==> src/rtl/param_datapath_pkg.sv <==
// Shared types for the parametrised datapath: operation codes, control
// states and the encoded select values for AR/DR/AC.
package dp_pkg;

   typedef enum logic [3:0] {
      OP_PASS  = 4'd0,
      OP_ADD   = 4'd1,
      OP_SUB   = 4'd2,
      OP_INC   = 4'd3,
      OP_SHL   = 4'd4,
      OP_SHR   = 4'd5,
      OP_CLR   = 4'd6,
      OP_DIV   = 4'd7,
      OP_MEMRD = 4'd8,
      OP_MEMWR = 4'd9
   } op_e;

   typedef enum logic [1:0] {
      ST_IDLE,
      ST_DIV,
      ST_MEM
   } state_e;

   // Special registers sit directly above the general registers.
   function automatic int sel_ar(input int nreg);
      return nreg;
   endfunction

   function automatic int sel_dr(input int nreg);
      return nreg + 1;
   endfunction

   function automatic int sel_ac(input int nreg);
      return nreg + 2;
   endfunction

endpackage

==> src/rtl/param_datapath_if.sv <==
// Data-memory request/acknowledge port between the datapath (master) and
// the memory (slave).
interface param_datapath_if #(
   parameter int DATA_W = 16,
   parameter int ADDR_W = 16
);
   logic              mem_rd;
   logic              mem_wr;
   logic [ADDR_W-1:0] mem_addr;
   logic [DATA_W-1:0] mem_wdata;
   logic [DATA_W-1:0] mem_rdata;
   logic              mem_ack;

   modport master (
      output mem_rd, mem_wr, mem_addr, mem_wdata,
      input  mem_rdata, mem_ack
   );

   modport slave (
      input  mem_rd, mem_wr, mem_addr, mem_wdata,
      output mem_rdata, mem_ack
   );
endinterface

==> src/rtl/param_datapath_seq_divider.sv <==
// Restoring shift-subtract unsigned divider, one quotient bit per clock.
// done_o/quotient_o are combinational so the owner can write back on the final iteration edge.
module seq_divider #(
   parameter int DATA_W = 16
) (
   input  logic              clk,
   input  logic              rst_n,
   input  logic              start_i,
   input  logic [DATA_W-1:0] dividend_i,
   input  logic [DATA_W-1:0] divisor_i,
   output logic              done_o,
   output logic [DATA_W-1:0] quotient_o
);

   localparam int              CNT_W = (DATA_W > 1) ? $clog2(DATA_W) : 1;
   localparam logic [CNT_W-1:0] LAST = CNT_W'(DATA_W - 1);

   logic              busy_q, busy_d;
   logic [CNT_W-1:0]  cnt_q, cnt_d;
   logic [DATA_W-1:0] rem_q, rem_d;
   logic [DATA_W-1:0] quo_q, quo_d;
   logic [DATA_W-1:0] dvs_q, dvs_d;

   logic [DATA_W:0]   trial;
   logic              fits;
   logic [DATA_W-1:0] rem_step;
   logic [DATA_W-1:0] quo_step;

   // NOTE: every variable written here gets a default first, so no path leaves it unassigned and no latch is inferred.
   always_comb begin
      trial    = {rem_q, quo_q[DATA_W-1]};
      fits     = trial >= {1'b0, dvs_q};
      rem_step = fits ? (trial[DATA_W-1:0] - dvs_q) : trial[DATA_W-1:0];
      quo_step = {quo_q[DATA_W-2:0], fits};

      busy_d = busy_q;
      cnt_d  = cnt_q;
      rem_d  = rem_q;
      quo_d  = quo_q;
      dvs_d  = dvs_q;

      if (start_i) begin
         busy_d = 1'b1;
         cnt_d  = '0;
         rem_d  = '0;
         quo_d  = dividend_i;
         dvs_d  = divisor_i;
      end else if (busy_q) begin
         rem_d = rem_step;
         quo_d = quo_step;
         cnt_d = cnt_q + CNT_W'(1);
         if (cnt_q == LAST) busy_d = 1'b0;
      end
   end

   // NOTE: sequential state uses non-blocking assignments so every flop samples pre-edge values.
   always_ff @(posedge clk or negedge rst_n) begin
      if (!rst_n) begin
         busy_q <= 1'b0;
         cnt_q  <= '0;
         rem_q  <= '0;
         quo_q  <= '0;
         dvs_q  <= '0;
      end else begin
         busy_q <= busy_d;
         cnt_q  <= cnt_d;
         rem_q  <= rem_d;
         quo_q  <= quo_d;
         dvs_q  <= dvs_d;
      end
   end

   assign done_o     = busy_q && (cnt_q == LAST);
   assign quotient_o = quo_step;

endmodule

==> src/rtl/param_datapath.sv <==
// Shared-bus datapath: AC, NREG general registers, AR and DR, a single-cycle
// ALU, a sequential divider and a handshaked data-memory port.
module param_datapath
   import dp_pkg::*;
#(
   parameter int DATA_W = 16,
   parameter int NREG   = 12,
   parameter int ADDR_W = 16,
   parameter int SEL_W  = $clog2(NREG + 3)
) (
   input  logic                       clk,
   input  logic                       rst_n,
   input  logic                       start,
   input  logic [3:0]                 op,
   input  logic [SEL_W-1:0]           b_sel,
   input  logic [SEL_W-1:0]           dst_sel,
   input  logic                       wr_en,
   input  logic [$clog2(DATA_W)-1:0]  shamt,
   output logic                       busy,
   output logic                       done,
   output logic                       z_flag,
   output logic [DATA_W-1:0]          c_bus,
   param_datapath_if.master           mem
);

   localparam logic [SEL_W-1:0] SEL_AR = SEL_W'(sel_ar(NREG));
   localparam logic [SEL_W-1:0] SEL_DR = SEL_W'(sel_dr(NREG));
   localparam logic [SEL_W-1:0] SEL_AC = SEL_W'(sel_ac(NREG));

   state_e            state_q, state_d;
   logic              busy_q, busy_d;
   logic              done_q, done_d;
   logic              z_q, z_d;
   logic [DATA_W-1:0] c_bus_q, c_bus_d;
   logic              mem_rd_q, mem_rd_d;
   logic              mem_wr_q, mem_wr_d;
   logic [SEL_W-1:0]  dst_q, dst_d;
   logic              wr_q, wr_d;
   logic [DATA_W-1:0] regs_q [NREG];
   logic [DATA_W-1:0] regs_d [NREG];
   logic [DATA_W-1:0] ar_q, ar_d;
   logic [DATA_W-1:0] dr_q, dr_d;
   logic [DATA_W-1:0] ac_q, ac_d;

   logic [DATA_W-1:0] b_val;
   logic [DATA_W-1:0] alu_res;
   logic              div_start;
   logic              div_done;
   logic [DATA_W-1:0] div_quo;
   logic              wb_en;
   logic [SEL_W-1:0]  wb_sel;
   logic [DATA_W-1:0] wb_val;

   always_comb begin
      b_val = '0;
      for (int i = 0; i < NREG; i++) begin
         if (b_sel == SEL_W'(i)) b_val = regs_q[i];
      end
      if (b_sel == SEL_AR) b_val = ar_q;
      if (b_sel == SEL_DR) b_val = dr_q;
      if (b_sel == SEL_AC) b_val = ac_q;
   end

   always_comb begin
      alu_res = '0;
      case (op_e'(op))
         OP_PASS: alu_res = b_val;
         OP_ADD:  alu_res = ac_q + b_val;
         OP_SUB:  alu_res = ac_q - b_val;
         OP_INC:  alu_res = b_val + DATA_W'(1);
         OP_SHL:  alu_res = b_val << shamt;
         OP_SHR:  alu_res = b_val >> shamt;
         default: alu_res = '0;
      endcase
   end

   seq_divider #(.DATA_W(DATA_W)) u_div (
      .clk        (clk),
      .rst_n      (rst_n),
      .start_i    (div_start),
      .dividend_i (ac_q),
      .divisor_i  (b_val),
      .done_o     (div_done),
      .quotient_o (div_quo)
   );

   always_comb begin
      state_d   = state_q;
      busy_d    = busy_q;
      done_d    = 1'b0;
      z_d       = z_q;
      c_bus_d   = c_bus_q;
      mem_rd_d  = mem_rd_q;
      mem_wr_d  = mem_wr_q;
      dst_d     = dst_q;
      wr_d      = wr_q;
      regs_d    = regs_q;
      ar_d      = ar_q;
      dr_d      = dr_q;
      ac_d      = ac_q;
      div_start = 1'b0;
      wb_en     = 1'b0;
      wb_sel    = dst_sel;
      wb_val    = alu_res;

      case (state_q)
         ST_IDLE: begin
            if (start) begin
               case (op_e'(op))
                  OP_DIV: begin
                     div_start = 1'b1;
                     state_d   = ST_DIV;
                     busy_d    = 1'b1;
                     dst_d     = dst_sel;
                     wr_d      = wr_en;
                  end
                  OP_MEMRD, OP_MEMWR: begin
                     state_d  = ST_MEM;
                     busy_d   = 1'b1;
                     mem_rd_d = (op_e'(op) == OP_MEMRD);
                     mem_wr_d = (op_e'(op) == OP_MEMWR);
                  end
                  default: begin
                     // Codes 10-15 only pulse done.
                     done_d = 1'b1;
                     if (op <= 4'd6) begin
                        c_bus_d = alu_res;
                        z_d     = (alu_res == '0);
                        wb_en   = wr_en;
                     end
                  end
               endcase
            end
         end
         ST_DIV: begin
            if (div_done) begin
               wb_en   = wr_q;
               wb_sel  = dst_q;
               wb_val  = div_quo;
               c_bus_d = div_quo;
               z_d     = (div_quo == '0);
               done_d  = 1'b1;
               busy_d  = 1'b0;
               state_d = ST_IDLE;
            end
         end
         ST_MEM: begin
            if (mem.mem_ack) begin
               if (mem_rd_q) dr_d = mem.mem_rdata;
               mem_rd_d = 1'b0;
               mem_wr_d = 1'b0;
               done_d   = 1'b1;
               busy_d   = 1'b0;
               state_d  = ST_IDLE;
            end
         end
         default: state_d = ST_IDLE;
      endcase

      // Selects above AC match nothing, so such writes are dropped.
      if (wb_en) begin
         for (int i = 0; i < NREG; i++) begin
            if (wb_sel == SEL_W'(i)) regs_d[i] = wb_val;
         end
         if (wb_sel == SEL_AR) ar_d = wb_val;
         if (wb_sel == SEL_DR) dr_d = wb_val;
         if (wb_sel == SEL_AC) ac_d = wb_val;
      end
   end

   always_ff @(posedge clk or negedge rst_n) begin
      if (!rst_n) begin
         state_q  <= ST_IDLE;
         busy_q   <= 1'b0;
         done_q   <= 1'b0;
         z_q      <= 1'b0;
         c_bus_q  <= '0;
         mem_rd_q <= 1'b0;
         mem_wr_q <= 1'b0;
         dst_q    <= '0;
         wr_q     <= 1'b0;
         ar_q     <= '0;
         dr_q     <= '0;
         ac_q     <= '0;
         // NOTE: the register file is architecturally cleared by reset, so it is built from flops, not a RAM macro.
         for (int i = 0; i < NREG; i++) regs_q[i] <= '0;
      end else begin
         state_q  <= state_d;
         busy_q   <= busy_d;
         done_q   <= done_d;
         z_q      <= z_d;
         c_bus_q  <= c_bus_d;
         mem_rd_q <= mem_rd_d;
         mem_wr_q <= mem_wr_d;
         dst_q    <= dst_d;
         wr_q     <= wr_d;
         ar_q     <= ar_d;
         dr_q     <= dr_d;
         ac_q     <= ac_d;
         regs_q   <= regs_d;
      end
   end

   assign busy          = busy_q;
   assign done          = done_q;
   assign z_flag        = z_q;
   assign c_bus         = c_bus_q;
   assign mem.mem_rd    = mem_rd_q;
   assign mem.mem_wr    = mem_wr_q;
   assign mem.mem_addr  = ar_q[ADDR_W-1:0];
   assign mem.mem_wdata = dr_q;

endmodule
==> src/flat_wrapper.sv <==
// flat-port wrapper written by rule: the top's interface ports become plain ports
module param_datapath_flat import dp_pkg::*;
#(
   parameter int DATA_W = 16,
   parameter int NREG   = 12,
   parameter int ADDR_W = 16,
   parameter int SEL_W  = $clog2(NREG + 3)
)
  (clk, rst_n, start, op, b_sel, dst_sel, wr_en, shamt, busy, done, z_flag, c_bus, mem_mem_rd, mem_mem_wr, mem_mem_addr, mem_mem_wdata, mem_mem_rdata, mem_mem_ack);
  param_datapath_if #(.DATA_W(DATA_W), .ADDR_W(ADDR_W)) mem_i ();
  input  logic clk;
  input  logic rst_n;
  input  logic start;
  input  logic [3:0] op;
  input  logic [SEL_W-1:0] b_sel;
  input  logic [SEL_W-1:0] dst_sel;
  input  logic wr_en;
  input  logic [$clog2(DATA_W)-1:0] shamt;
  output logic busy;
  output logic done;
  output logic z_flag;
  output logic [DATA_W-1:0] c_bus;
  output wire logic [$bits(mem_i.mem_rd)-1:0] mem_mem_rd;
  output wire logic [$bits(mem_i.mem_wr)-1:0] mem_mem_wr;
  output wire logic [$bits(mem_i.mem_addr)-1:0] mem_mem_addr;
  output wire logic [$bits(mem_i.mem_wdata)-1:0] mem_mem_wdata;
  input wire logic [$bits(mem_i.mem_rdata)-1:0] mem_mem_rdata;
  input wire logic [$bits(mem_i.mem_ack)-1:0] mem_mem_ack;
  assign mem_mem_rd = mem_i.mem_rd;
  assign mem_mem_wr = mem_i.mem_wr;
  assign mem_mem_addr = mem_i.mem_addr;
  assign mem_mem_wdata = mem_i.mem_wdata;
  assign mem_i.mem_rdata = mem_mem_rdata;
  assign mem_i.mem_ack = mem_mem_ack;
  param_datapath #(.DATA_W(DATA_W), .NREG(NREG), .ADDR_W(ADDR_W), .SEL_W(SEL_W)) u_core (.clk(clk), .rst_n(rst_n), .start(start), .op(op), .b_sel(b_sel), .dst_sel(dst_sel), .wr_en(wr_en), .shamt(shamt), .busy(busy), .done(done), .z_flag(z_flag), .c_bus(c_bus), .mem(mem_i));
endmodule
==> config.mk <==
export PLATFORM = sky130hd
export DESIGN_NAME = param_datapath_flat
export DESIGN_NICKNAME = d
export VERILOG_FILES = /design/src/rtl/param_datapath_pkg.sv /design/src/rtl/param_datapath_if.sv /design/src/rtl/param_datapath_seq_divider.sv /design/src/rtl/param_datapath.sv /design/src/flat_wrapper.sv
export SDC_FILE = /design/constraint.sdc
export NUM_CORES = 1
export LEC_CHECK = 0
export BUFFER_PORTS_ARGS = -buffer_cell sky130_fd_sc_hd__buf_2
export CORE_MARGIN = 3
export CORE_UTILIZATION = 50
export CTS_CLUSTER_SIZE = 20
export DETAILED_ROUTE_END_ITERATION = 7
export PLACE_DENSITY = 0.69
export REMOVE_ABC_BUFFERS = 1
export SYNTH_ARGS = -nofsm -noshare
export SYNTH_HDL_FRONTEND = slang
export SYNTH_SLANG_ARGS = --single-unit
==> constraint.sdc <==
create_clock -name clk -period 4.55 [get_ports clk]
set_input_delay 0.2275 -clock clk [delete_from_list [all_inputs] [get_ports clk]]
set_output_delay 0.2275 -clock clk [all_outputs]
set_load 0.02 [all_outputs]
======== Yosys cells after proc, flatten, opt, wreduce, memory -nomap -nowiden ========
Index checks and enable logic that the tools add are counted.
storage, ports and cells
  register bits ........................... 321
  latch bits .............................. 0
  memory bits (writable) .................. 0
  memory bits (read-only) ................. 0
  word-level logic and storage cells ...... 191
  memories ................................ 0
operators by class
  $add $sub $neg .......................... 5
  $mul .................................... 0
  divide/modulo/power cells ............... 0
  order comparisons ....................... 2
  equal/unequal tests ..................... 47
  shifts and indexed selects .............. 2
  multiplexer cells ....................... 74
  bitwise logic cells ..................... 0
  reduce and logical (&&, ||, !) cells .... 32
operator list
  cell                                                                   count
  16-bit two-way mux                                                     31
  16-bit case mux with 6 select lines                                    1
  4-bit equality test, second input constant                             17
  4-bit by 3-bit equality test with 1-bit output, second input constant  11
  16-bit logical NOT                                                     2
  16-bit case mux with 2 select lines                                    1
  16-bit subtractor                                                      2
  2-bit AND reduction                                                    14
  1-bit two-way mux                                                      26
  4-bit by 2-bit equality test with 1-bit output, second input constant  6
  17-bit by 16-bit >= comparator with 1-bit output                       1
  16-bit by 1-bit adder with 16-bit output, second input constant        1
  16-bit adder                                                           1
  4-bit two-way mux                                                      4
  16-bit by 4-bit << shifter with 16-bit output                          1
  16-bit by 4-bit right shift with 16-bit output                         1
  4-bit by 1-bit equality test with 1-bit output, second input constant  3
  4-bit logical NOT                                                      3
  2-bit != test, second input constant                                   5
  5-bit AND reduction                                                    2
  1-bit case mux with 2 select lines                                     4
  4-bit AND reduction                                                    2
  2-bit two-way mux                                                      3
  1-bit case mux with 3 select lines                                     2
  15 further kinds                                                       18

======== Logic depth before layout (Yosys ltp) ========
Gate-level depths: netlist of run 1.
  depth in word-level cells ............... 23
  gate-level depth with buffers ........... 25
  gate-level depth less buffers ........... 19

======== By module ========
From an unflattened synthesis of run 1, not the netlist that was laid out.
unflattened totals
  cell total of the unflattened synthesis .. 2321
  area total of the unflattened synthesis .. 21832.2 um^2
modules (own cells, without submodules)
  module          times used  cells each  area each (um^2)  sequential area each (um^2)
  param_datapath  1           1940        18312.6           6706.4
  seq_divider     1           381         3519.6            1326.3

======== Worst setup path after synthesis of run 1 ========
No wires, ideal clock.
  path type ............................... input-to-reg
  from .................................... in b_sel[3]
  to ...................................... reg u_core.z_q, in the netlist u_core.z_flag
  data arrival time ....................... 4.650 ns
  slack ................................... -0.192 ns
  stages on the path ...................... 21
  buffers on the path ..................... 7
  cells stage by stage .................... buf_2 buf_4 buf_6 buf_4 buf_2 nor2_1 a2111oi_0 nor4_1 o21ai_1 clkbuf_1 inv_1 ha_1 clkbuf_1 nor3_1 a221oi_1 nand3_1 a2111oi_1 o2111ai_1 or4_1 or4_1 o31ai_2
on the way
  cells in the longest elaborated chain, start to end .. 23
  elaborated cells on any way between the ends .. 41
RTL lines
  item                                                                    line                   source
  from (decl)                                                             flat_wrapper.sv:15     input logic [SEL_W-1:0] b_sel;
  4-bit logical NOT                                                       param_datapath.sv:57   if (b_sel == SEL_W'(i)) b_val = regs_q[i];
  16-bit two-way mux (12 in series)                                       param_datapath.sv:57
  16-bit two-way mux                                                      param_datapath.sv:59   if (b_sel == SEL_AR) b_val = ar_q;
  16-bit two-way mux                                                      param_datapath.sv:60   if (b_sel == SEL_DR) b_val = dr_q;
  16-bit two-way mux *                                                    param_datapath.sv:61   if (b_sel == SEL_AC) b_val = ac_q;
  via u_core.b_val[11]                                                    param_datapath.sv:45   logic [DATA_W-1:0] b_val;
  16-bit by 1-bit adder with 16-bit output, or another cell as far along  param_datapath.sv:70   OP_INC: alu_res = b_val + DATA_W'(1);
  16-bit case mux with 6 select lines *                                   param_datapath.sv:66   case (op_e'(op))
  16-bit logical NOT *                                                    param_datapath.sv:128  z_d = (alu_res == '0);
  1-bit two-way mux *                                                     param_datapath.sv:126  if (op <= 4'd6) begin
  1-bit two-way mux *                                                     param_datapath.sv:109  case (op_e'(op))
  1-bit two-way mux *                                                     param_datapath.sv:108  if (start) begin
  1-bit case mux with 2 select lines *                                    param_datapath.sv:106  case (state_q)
  to (signal assigned)                                                    param_datapath.sv:191  z_q <= z_d;
  to (decl)                                                               param_datapath.sv:33   logic z_q, z_d;
Mark *: on every way through the listed nets, which the timed path passes. The rest lies on a longest branch. The select of a mux whose other input is x is not followed.
A chain may end at the register's enable or synchronous reset.

======== Worst setup path after layout of run 1 ========
  from .................................... reg u_core.regs_q[5] (netlist name)
  to ...................................... reg u_core.z_q, in the netlist u_core.z_flag
on the way
  cells in the longest elaborated chain, start to end .. 11
  elaborated cells on any way between the ends .. 15
RTL lines
  item                                                                    line                   source
  from (decl)                                                             param_datapath.sv:39   logic [DATA_W-1:0] regs_q [NREG];
  from (signal assigned)                                                  param_datapath.sv:200  regs_q <= regs_d;
  16-bit two-way mux *                                                    param_datapath.sv:57
  16-bit two-way mux *                                                    param_datapath.sv:59
  16-bit two-way mux *                                                    param_datapath.sv:60
  16-bit two-way mux *                                                    param_datapath.sv:61
  16-bit by 1-bit adder with 16-bit output, or another cell as far along  param_datapath.sv:70
  16-bit case mux with 6 select lines *                                   param_datapath.sv:66
  16-bit logical NOT *                                                    param_datapath.sv:128
  1-bit two-way mux *                                                     param_datapath.sv:126
  1-bit two-way mux *                                                     param_datapath.sv:109
  1-bit two-way mux *                                                     param_datapath.sv:108
  1-bit case mux with 2 select lines *                                    param_datapath.sv:106
Mark *: on every way between the ends. The rest lies on a longest branch, timed or not. The select of a mux whose other input is x is not followed.

==> impl_metrics.json, run 1 <==
{
  "outcome": "finished with violations",
  "violations": "setup timing",
  "hold_start": "mem_mem_rdata[1]",
  "p_leak_nw": 12.3,
  "area_growth_pct": 25.3,
  "ys_top_cells_by_count": "384 x nand2_1, 327 x o21ai_0, 321 x dfrtp_1",
  "syn_avg_cell_area_um2": 8.57,
  "synth-main-ff-cell": "dfrtp_1",
  "grt.met1_usage_pct": 48.7,
  "syn_area_mm2": 0.0210,
  "synthTopCellsByArea": "dfrtp_1 38%, o21ai_0 7.8%, nand2_1 6.9%, mux2_2 5.0%, mux2i_1 4.3%",
  "layout-drive-gt1-share_pct": 25.4,
  "core_area_mm2": 0.0411,
  "dpl.hpwl_mm": 61.8,
  "cp_cell_sequence": "mux2_2, a221oi_1, buf_4, o21ai_1, buf_4, a21oi_1, a21oi_1, o31ai_1, nand3_2, o21bai_4, mux2_4, a211o_1, or3_1, or4_4, o31ai_2",
  "drt_pass1_iterations": 6,
  "drc": 0,
  "clock-sinks": 321,
  "die_h_um": 211,
  "ys_types": 108,
  "cts_tree": "yes",
  "ys_ff_latch": 321,
  "timing.rr.start": "u_core.regs_q[5]",
  "grt_pass1_vias": 21247,
  "die_area_mm2": 0.0444,
  "crit_type": "register to register",
  "grt_max_degree": 99,
  "cts_buffers": 36,
  "viasPerCell": 6.37,
  "fmaxAchievable_ghz": 0.213,
  "htreeDepth": 2,
  "die_w_um": 211,
  "yosysMostFrequentCell": "nand2_1",
  "slew_viol_final": 0,
  "cp.required_ns": 5.02,
  "grt-busiest-layer": "met2",
  "cp_data_arrival_time_ns": 5.15,
  "crit_buf_inv": 2,
  "synth-seq-area-share_pct": 38.3,
  "slowest_stage": "or4_4",
  "grt_usage_pct": 37.6,
  "path_max_fanout": 3,
  "cts_root_buffer": "clkbuf_16",
  "path_clk_slew_ns": 0.06,
  "crit_family": "compound AO/OA/AOI/OAI gates",
  "min_period_ns": 4.69,
  "num_vias": 21559,
  "place.gp.congestion": 1.01,
  "num-nets-final": 2909,
  "grt_pass1_wl_mm": 129,
  "fillerInstances": 3574,
  "timing.final.hold_violations": 0,
  "async_flop_share_pct": 100,
  "io_pins": 90,
  "wl_per_cell_um": 24.8,
  "crit_start": "u_core.regs_q[5]",
  "netlist_instances": 2446,
  "worst_pin_slew_ns": 1.27,
  "rsz0062_at_grt": "yes",
  "port_buffers": 89,
  "synth_edf_count": 0,
  "period_share_pct": 103,
  "grt.met2_usage_pct": 60.8,
  "setup_ws_ns": -0.136,
  "drv_cap": 0,
  "p_per_area_mw_per_mm2": 432,
  "hp-class": "primary input to register",
  "design_area_mm2": 0.0263,
  "final.setup.tns_ns": -0.136,
  "clock_latency_ns": 0.57,
  "yosysWarnings": 0,
  "finClkSkew_ns": 0.0185,
  "rows": 74,
  "setup_violations": 1,
  "clock_path_buffers": 3,
  "antenna_found_initial": 0,
  "critPathMaxStageDelay_ns": 0.49,
  "placed_area_mm2": 0.0245,
  "drtIter0Drc": 2192,
  "worstSetupStartpointType": "register",
  "final_antenna_net_count": 0,
  "synth_top_cell_by_area": "dfrtp_1",
  "use_met3_pct": 5.91,
  "grt-ovfl-total": 0,
  "max_slew_margin_pct": 15.4,
  "ir_drop_mv": 0.319,
  "synth_top_area_share_pct": 38.3,
  "antenna_cells": 0,
  "hold_ws_ns": 0.0326,
  "start_util_pct": 51.0,
  "worstSetupEndpointType": "register",
  "power.total_w": 0.0114,
  "wl_mm": 84.0
}
-- sequential cells by signal (all words and copies together), names as in the netlist --
signal	cells
u_core.u_div.quo_q	16
u_core.regs_q	192
u_core.mem.mem_wr	1
u_core.mem.mem_wdata	16
u_core.wr_q	1
u_core.c_bus	16
u_core.u_div.busy_q	1
u_core.done	1
u_core.mem.mem_rd	1
u_core.u_div.cnt_q	4
u_core.busy	1
u_core.u_div.dvs_q	16
u_core.state_q	2
u_core.dst_q	4
u_core.mem.mem_addr	16
u_core.ac_q	16
u_core.u_div.rem_q	16
u_core.z_flag	1
-- what timing repair did --
action	CTS	global route
setup endpoints to repair	31	77
pin swaps	18	3
resized for setup	24	13
hold buffers	19	0
setup buffers	12	0
hold endpoints to repair	100	0
-- per-stage QoR --
stage | setup WS [ns] | cells | utilization (%)
floorplan | -1.01 | 2273 | -
global placement | -0.631 | 3291 | 59.6
detailed placement | -0.670 | 3291 | 59.6
CTS | 0.00920 | 3387 | 63.8
global route | -0.260 | 3387 | 63.9
finish | -0.136 | 3387 | 63.9
-- cell usage in the layout, fill, tap and decap left out, drive strengths merged, types with 47 or more instances in the layout --
master,instances
mux2i,91
nor2,131
inv,81
mux2,96
buf,497
o21ai,343
nand3,47
dfrtp,321
clkbuf,49
nand2,386
a21oi,122
-- kinds of logic after synthesis --
logic type | Yosys count | share of synthesized area (%)
AO/OA/AOI/OAI | 791 | 24.0
flip-flops | 321 | 38.3
adder cells (fa/ha/maj) | 48 | 2.86
multiplexers | 196 | 10.5
buffers and inverters | 256 | 5.21
XOR/XNOR | 22 | 0.919
AND/OR/NAND/NOR | 812 | 18.2
-- per-layer routing --
metal  routed length (um)  vias up
li1                     -     9690
met5                    0        -
met2                38700     1036
met3                 6170      289
met4                 5190        0
met1                33800    10544
-- final timing paths --
kind	slack, ns	cells past startpoint	end
hold / removal	0.03	4	u_core.mem.mem_wdata[1]
max in group asynchronous	3.05	3	u_core.regs_q[162]
hold reg to reg	0.48	2	u_core.c_bus[5]
min in group asynchronous	0.27	2	u_core.u_div.rem_q[4]
setup / recovery	-0.14	15	u_core.z_flag
setup reg to reg	-0.14	15	u_core.z_flag
-- report_power, final --
| part | switching [W] | internal, W | total, W |
|---|---|---|---|
| clock network | 0.00129 | 0.00195 | 0.00324 |
| registers | 0.000446 | 0.00337 | 0.00382 |
| logic | 0.00251 | 0.00178 | 0.00429 |
-- layout make-up --
cell class,instances,area [um^2],share of cell area (%)
well taps,532,666,2.53
inverters,83,314,1.20
repair buffers,516,3920,14.9
clock inverters,17,287,1.09
multi-input cells,1869,12000,45.8
flip-flops and latches,321,8030,30.6
clock buffers,49,1030,3.92
-- worst register-to-register path: stages (launching register included) --
cell      delay [ns]
dfrtp_1         0.38
mux2_2          0.29
a221oi_1        0.30
buf_4           0.18
o21ai_1         0.09
buf_4           0.15
a21oi_1         0.44
a21oi_1         0.23
o31ai_1         0.41
nand3_2         0.20
o21bai_4        0.18
mux2_4          0.31
a211o_1         0.33
or3_1           0.36
or4_4           0.49
o31ai_2         0.24
No activity file was read; power rests on OpenSTA's default activity.
==> inputs of run 2 (changes only) <==
CAP_MARGIN = 20   (was unset)
REMOVE_ABC_BUFFERS = unset   (was 1)
SKIP_CTS_REPAIR_TIMING = 1   (was unset)
==> run 2 against run 1 <==
Non-clock buffer count is 21 higher; the run still ends with setup timing left; combinational power increased by 4%; clock skew grew 0.015 ns; count of clock-buffer cells in the layout grew 4; final cell count rose by 0.71%; highest routed layer is now met5; first-iteration DRC count up 3.4%; critical path type unchanged; via count is 1.6% higher; sequential cell count unchanged; wire length increased by 8.0%; core utilization up 1.2 points; register-to-register slack got worse by 0.16 ns; cell area increased by 1.9%.
==> impl_metrics.json, run 2 (same netlist as run 1, synthesis figures left out) <==
{
  "dpl.hpwl_mm": 67.1,
  "cp_cell_sequence": "and4b_1, a311o_1, a222oi_1, buf_4, nor2_4, nor2_4, inv_2, ha_4, nand3_2, a21oi_2, a311oi_4, o211ai_1, nand3_2, o21bai_4, mux2_4, a211o_1, or3_1, or4_4, o31ai_2",
  "clock-sinks": 321,
  "start_util_pct": 51.0,
  "topRoutingLayerUsed": "met5",
  "drtIter0Drc": 2267,
  "fmaxAchievable_ghz": 0.207,
  "synth_nets": 2528,
  "grt_pass1_wl_mm": 132,
  "path_max_fanout": 5,
  "critPathMaxStageDelay_ns": 0.50,
  "final_cell_mix": "410 x buf_4, 383 x nand2_1, 320 x dfrtp_1",
  "design_area_mm2": 0.0268,
  "drc": 0,
  "path_clk_slew_ns": 0.06,
  "wl_met1_mm": 34.0,
  "final_common_cell": "buf_4",
  "place.gp.congestion": 1.04,
  "layout.area.seq_mm2": 0.00803,
  "wl_met2_mm": 41.5,
  "crit_family": "compound AO/OA/AOI/OAI gates",
  "largest_register_ffs": 192,
  "setup_ws_ns": -0.291,
  "crit_type": "register to register",
  "num-nets-final": 2932,
  "p_per_area_mw_per_mm2": 429,
  "num_vias": 21909,
  "cts_buffers": 37,
  "violations": "setup timing",
  "slew_viol_final": 0,
  "die_h_um": 211,
  "final_antenna_net_count": 0,
  "area_growth_pct": 27.7,
  "final.setup.tns_ns": -1.20,
  "slowest_stage": "a222oi_1",
  "finClkSkew_ns": 0.0334,
  "worst_pin_slew_ns": 1.14,
  "wl_mm": 90.7,
  "power.total_w": 0.0115,
  "multiInputGateArea_mm2": 0.0123,
  "htreeDepth": 2,
  "fillerInstances": 3475,
  "outcome": "finished with violations",
  "cp_data_arrival_time_ns": 5.31,
  "rsz0062_at_grt": "yes",
  "rows": 74,
  "die_w_um": 211,
  "hp-class": "primary input to register",
  "cp.required_ns": 5.02,
  "timing.final.hold_violations": 0,
  "setup_violations": 22,
  "io_pins": 90,
  "core_area_mm2": 0.0411,
  "ir_drop_mv": 0.355,
  "clock_path_buffers": 3,
  "grt-ovfl-total": 0,
  "crit_buf_inv": 2,
  "grt_max_degree": 136,
  "layout-drive-gt1-share_pct": 27.1,
  "placed_area_mm2": 0.0248,
  "max_slew_margin_pct": 23.6,
  "antenna_found_initial": 3,
  "cts_tree": "yes",
  "grt_pass1_vias": 21110,
  "largest-register": "u_core.regs_q",
  "worstSetupStartpointType": "register",
  "worstSetupEndpointType": "register",
  "die_area_mm2": 0.0444,
  "viasPerCell": 6.42,
  "dpl_worst_slack_ns": -0.931,
  "min_period_ns": 4.84,
  "clock_latency_ns": 0.58,
  "drv_cap": 0,
  "p_leak_nw": 12.4,
  "wl_per_cell_um": 26.6,
  "port_buffers": 89,
  "dr_wl_met3_mm": 7.44,
  "drt_pass1_iterations": 5,
  "period_share_pct": 106,
  "cts_root_buffer": "clkbuf_16",
  "grt_usage_pct": 39.4
}
[run 2: worst min-delay path, delay by kind of cell]
family	cells	cell delay, ns
AOI/OAI and AO/OA	1	0.06
buffers and inverters	1	0.08
muxes	1	0.13
and+or+nand+nor	1	0.04
[run 2: where the power goes]
| group | switching (W) | internal (W) |
|---|---|---|
| clock network | 0.00128 | 0.00191 |
| logic | 0.00263 | 0.00184 |
| registers | 0.000463 | 0.00337 |
[run 2: per-layer routing]
| metal | global-route usage, % | up-vias |
|---|---|---|
| met5 | 0 | - |
| met4 | 25.3 | 4 |
| met3 | 6.82 | 371 |
| met2 | 64.1 | 1180 |
| met1 | 48.6 | 10615 |
| li1 | - | 9739 |
[run 2: path summary, 6_finish.rpt]
path                                   start                 endpoint  slack [ns]  cells after the start
setup / recovery           u_core.regs_q[99]            u_core.z_flag       -0.29                     19
hold / removal              mem_mem_rdata[7]  u_core.mem.mem_wdata[7]       0.003                      4
setup reg to reg           u_core.regs_q[99]            u_core.z_flag       -0.29                     19
hold reg to reg              u_core.c_bus[9]          u_core.c_bus[9]        0.47                      2
max in group asynchronous              rst_n  u_core.mem.mem_wdata[8]        3.18                      3
min in group asynchronous              rst_n    u_core.u_div.rem_q[8]        0.21                      2
[run 2: per-stage QoR]
stage | std cells | utilization, % | hold WS (ns)
2_1_floorplan | 2446 | - | -0.0681
3_3_place_gp | 3312 | 60.2 | 0.204
3_5_place_dp | 3312 | 60.2 | 0.213
4_1_cts | 3379 | 63.4 | -0.384
5_1_grt | 3410 | 65.1 | 0.0287
6_report | 3411 | 65.2 | 0.00341
[run 2: final cells by class]
class / count / area share [%]
diodes: 1 / 0.00934
clock buffers: 53 / 3.91
clock inverters: 14 / 0.967
inverters: 83 / 1.18
multi-input cells: 1870 / 45.8
flip-flops and latches: 321 / 30.0
well taps: 532 / 2.49
repair buffers: 537 / 15.6
